## config.mk

```make
export PLATFORM = sky130hd
export DESIGN_NAME = piso_tx
export DESIGN_NICKNAME = d
export VERILOG_FILES = /design/src/rtl/piso_tx.sv
export SDC_FILE = /design/constraint.sdc
export NUM_CORES = 1
export LEC_CHECK = 0
export CAP_MARGIN = 40
export CORE_MARGIN = 1.5
export CORE_UTILIZATION = 35
export DETAILED_ROUTE_END_ITERATION = 10
export PLACE_DENSITY = 0.6
export RECOVER_POWER = 50
export REMOVE_ABC_BUFFERS = 1
export SLEW_MARGIN = 20
export SYNTH_ARGS = -nofsm -noshare
export SYNTH_HDL_FRONTEND = slang
export SYNTH_SLANG_ARGS = --single-unit
```

## constraint.sdc

```tcl
create_clock -name ck -period 1.8 [get_ports ck]
set_input_delay 0.36 -clock ck [delete_from_list [all_inputs] [get_ports ck]]
set_output_delay 0.36 -clock ck [all_outputs]
set_load 0.01 [all_outputs]
```

## src/rtl/piso_tx.sv

```systemverilog
// piso_tx: MSB-first parallel-in/serial-out transmitter with valid/ready load, negedge-clocked; define PISO_TX_PARITY_EN to append an even-parity bit.
module piso_tx #(
  parameter int WIDTH = 4
) (
  input  logic             ck,
  input  logic             rst_n,
  input  logic             load_valid,
  input  logic [WIDTH-1:0] load_data,
  output logic             load_ready,
  output logic             sd,
  output logic             sen,
  output logic             frame_done
);
  localparam int CW = $clog2(WIDTH + 1);
`ifdef PISO_TX_PARITY_EN
  typedef enum logic [1:0] {IDLE, SHIFT, PARITY} state_t;
`else
  typedef enum logic [1:0] {IDLE, SHIFT} state_t;
`endif
  state_t           state, state_n;
  logic [WIDTH-1:0] shreg, shreg_n;
  logic [CW-1:0]    cnt, cnt_n;
  logic             sd_n, sen_n, fd_n, accept, last;
`ifdef PISO_TX_PARITY_EN
  logic             par;
  assign last = state == PARITY;
`else
  assign last = state == SHIFT && cnt == '0;
`endif
  assign load_ready = state == IDLE || last;
  assign accept     = load_valid & load_ready;
  always_comb begin
    state_n = state;
    shreg_n = shreg;
    cnt_n   = cnt;
    sd_n    = sd;
    sen_n   = sen;
    fd_n    = frame_done;
    if (accept) begin
      state_n = SHIFT;
      shreg_n = load_data;
      sd_n    = load_data[WIDTH-1];
      sen_n   = 1'b1;
      cnt_n   = CW'(WIDTH - 1);
      fd_n    = 1'b0;
    end else if (last) begin
      state_n = IDLE;
      sd_n    = 1'b0;
      sen_n   = 1'b0;
      fd_n    = 1'b0;
    end else if (state == SHIFT && cnt != '0) begin
      shreg_n = shreg << 1;
      sd_n    = shreg[WIDTH-2];
      cnt_n   = cnt - CW'(1);
`ifdef PISO_TX_PARITY_EN
      fd_n    = 1'b0;
`else
      fd_n    = cnt == CW'(1);
`endif
    end
`ifdef PISO_TX_PARITY_EN
    else if (state == SHIFT) begin
      state_n = PARITY;
      sd_n    = par;
      fd_n    = 1'b1;
    end
`endif
  end
  always_ff @(negedge ck or negedge rst_n) begin
    if (!rst_n) begin
      state      <= IDLE;
      shreg      <= '0;
      cnt        <= '0;
      sd         <= 1'b0;
      sen        <= 1'b0;
      frame_done <= 1'b0;
    end else begin
      state      <= state_n;
      shreg      <= shreg_n;
      cnt        <= cnt_n;
      sd         <= sd_n;
      sen        <= sen_n;
      frame_done <= fd_n;
    end
  end
`ifdef PISO_TX_PARITY_EN
  always_ff @(negedge ck or negedge rst_n) begin
    if (!rst_n) par <= 1'b0;
    else if (accept) par <= ^load_data;
  end
`endif
endmodule

```

==> impl_metrics.json <==
{
  "placed_cell_area_um2": 659,
  "ant_nets": 0,
  "tightest_slew_ns": 0.305,
  "synth-compound-area-share_pct": 7.79,
  "required_ns": 1.44,
  "sw_frac_of_total_pct": 33.3,
  "maxCapViolCount": 0,
  "cp_slowest_cell": "dfrtn_1",
  "p_sw_mw": 0.386,
  "synth_cell_type_count": 19,
  "drt_first_iter_violations": 3,
  "netlist_instances": 40,
  "ys_ff_latch": 9,
  "fin_cells": 80,
  "fp.coreArea_mm2": 0.00128,
  "grt_max_degree": 10,
  "synthSimpleGateAreaFrac_pct": 12.7,
  "status": "finished, violations left",
  "grt.busiest_layer": "met2",
  "final_nets": 76,
  "cts_root_buffer": "clkbuf_4",
  "layout_commonest_cell": "buf_4",
  "synthXorXnorAreaFrac_pct": 0,
  "rows": 13,
  "synth-main-ff-cell": "dfrtn_1",
  "cts_tree": "built",
  "r2r_slack_ns": 0.31,
  "num_antenna_cells": 0,
  "die_width_um": 40.1,
  "p_leak_nw": 0.351,
  "synth_top_family_by_area": "multiplexers",
  "netlist_area_um2": 482,
  "finalWirelength_mm": 1.02,
  "synth_top_cell_by_area": "dfrtn_1",
  "worstPathCellList": "inv_2 > ha_4 > nand2b_4 > nand2_4 > buf_6",
  "gp_congestion": 0.695,
  "grt_pass1_vias": 397,
  "port_buffers": 10,
  "synth_top_area_share_pct": 46.8,
  "clock_path_buffers": 2,
  "postCtsHoldBufs": 0,
  "clock_sinks": 9,
  "cts_buffers": 3,
  "grt_usage_pct": 14.9,
  "dpl.cell_count": 73,
  "clk_pin_slew_ns": 0.05,
  "cp-end-kind": "output port",
  "critPathArrivalTime_ns": 2.03,
  "vias_per_cell": 4.76,
  "synth-edff-count": 0,
  "yosysWarnings": 0,
  "setup_slack_ns": -0.594,
  "async_reset_ff_share_pct": 100,
  "ios": 11,
  "tns_ns": -1.39,
  "start_kind": "flop",
  "postSynthAreaPerCell_um2": 12.0,
  "max-vdd-ir-drop_uv": 830,
  "use_met3_pct": 5.00,
  "dieArea_mm2": 0.00161,
  "finalSetupViolCount": 5,
  "synth.area.mux_share_pct": 19.2,
  "hold_viol_final": 0,
  "wire_per_inst_um": 12.8,
  "slowest_delay_ns": 0.42,
  "p_int_mw": 0.774,
  "overflow": 0,
  "synth_fa_ha_area_share_pct": 7.79,
  "drt_drc_violations_left": 0,
  "met2_usage_pct": 27.0,
  "violations": "setup timing",
  "hp-class": "reg2reg",
  "stdcell_area_um2": 713,
  "crit_fanout": 2,
  "h-tree-depth": 1,
  "antenna_found_initial": 0,
  "place_hpwl_um": 807,
  "start_util_pct": 37.5,
  "syn_to_final_growth_pct": 48.1,
  "seq_area_frac_synth_pct": 46.8,
  "fp.dieH_um": 40.1,
  "dr.pass1.iters": 4,
  "final_cell_mix": "buf_4, dfrtn_1, buf_6",
  "grt_pass1_wl_mm": 1.56,
  "critPathKind": "reg2out",
  "p_per_area_mw_per_mm2": 1630,
  "drive_above_1_share_pct": 46.2,
  "slew_violations": 0,
  "nFillCells": 113,
  "slew_headroom_pct": 79.7,
  "worstSkewPairLatency_ns": 0.26,
  "post-place-ws_ns": -0.771,
  "p_seq_share_pct": 30.4,
  "p_comb_share_pct": 56.4,
  "clockPowerShare_pct": 13.3,
  "synthTopCellsByArea": "dfrtn_1, mux2i_1, ha_1, mux2_4, mux2_2",
  "fin_skew_ns": 0.00169,
  "rsz0062_at_grt": "yes",
  "grt_use_met1_pct": 16.7,
  "vias": 381
}
## what timing repair did
| action | 4_1_cts | 5_1_grt |
|---|---|---|
| hold endpoints to repair | 0 | 0 |
| setup buffers | 3 | 0 |
| pin swaps | 4 | 0 |
| gates resized for setup | 33 | 3 |
| setup endpoints to repair | 13 | 5 |
## critical path, delay by kind of cell, from the launching register on
kind                     cells  cell delay (ns)
AND/OR/NAND/NOR              2             0.12
flip-flops                   1             0.42
adder cells (fa/ha/maj)      1             0.16
buffers and inverters        2             0.17
## path summary, 6_finish.rpt
kind                            startpoint         end  cells past startpoint
worst max-delay path                cnt[1]  load_ready                      5
worst min-delay path              shreg[0]    shreg[1]                      1
worst max register to register      cnt[0]      cnt[2]                      6
worst min register to register    shreg[0]    shreg[1]                      1
max in group asynchronous            rst_n      cnt[0]                      2
min in group asynchronous            rst_n          sd                      2
## layer usage
metal	part of all wire [%]	wire, um	vias to the layer above
met2	51	522	15
met4	0	0	0
met3	6.4	66	0
met5	0	0	-
li1	-	-	186
met1	42	435	180
## registers in the layout (all words and copies together), names as in the netlist
register    count
sd              1
shreg           3
sen             1
frame_done      1
cnt             3
## per-stage QoR
step | total power, mW | util [%] | hold slack (ns)
global placement | 0.891 | 51.3 | 0.434
global route | 1.26 | 55.5 | 0.477
floorplan | 0.650 | - | 0.403
CTS | 1.15 | 54.8 | 0.466
detailed placement | 0.931 | 51.3 | 0.468
finish | 1.16 | 55.5 | 0.467
## final cells by class
cell class,count,area (um2),share of cell area (%)
Inverter,3,11.3,1.58
Clock buffer,4,26.3,3.68
Tap cell,15,18.8,2.63
Timing Repair Buffer,23,186,26.1
Multi-Input combinational cell,26,245,34.4
Sequential cell,9,225,31.6
## power by group through the flow
stage	sequential (mW)	combinational (mW)	clock, mW
after detailed placement	0.357	0.574	0
after global placement	0.350	0.540	0
after CTS	0.348	0.647	0.159
final	0.352	0.654	0.154
after floorplan	0.367	0.283	0
after global routing	0.361	0.722	0.173
## cells in the mapped netlist, drive strengths merged (2+ instances only)
| library cell | n |
|---|---|
| ha | 3 |
| buf | 2 |
| nor2 | 4 |
| mux2 | 4 |
| mux2i | 4 |
| nand2b | 2 |
| dfrtn | 9 |
| nand2 | 3 |
| inv | 3 |
## kinds of logic (layout without fill, tap and decap cells)
| kind of cell | count (synthesis) | after routing |
|---|---|---|
| buffers and inverters | 5 | 30 |
| AO/OA/AOI/OAI | 5 | 5 |
| multiplexers | 8 | 8 |
| flip-flops | 9 | 9 |
| AND/OR/NAND/NOR | 10 | 10 |
| adder cells (fa/ha/maj) | 3 | 3 |
No activity file was read; power rests on OpenSTA's default activity.
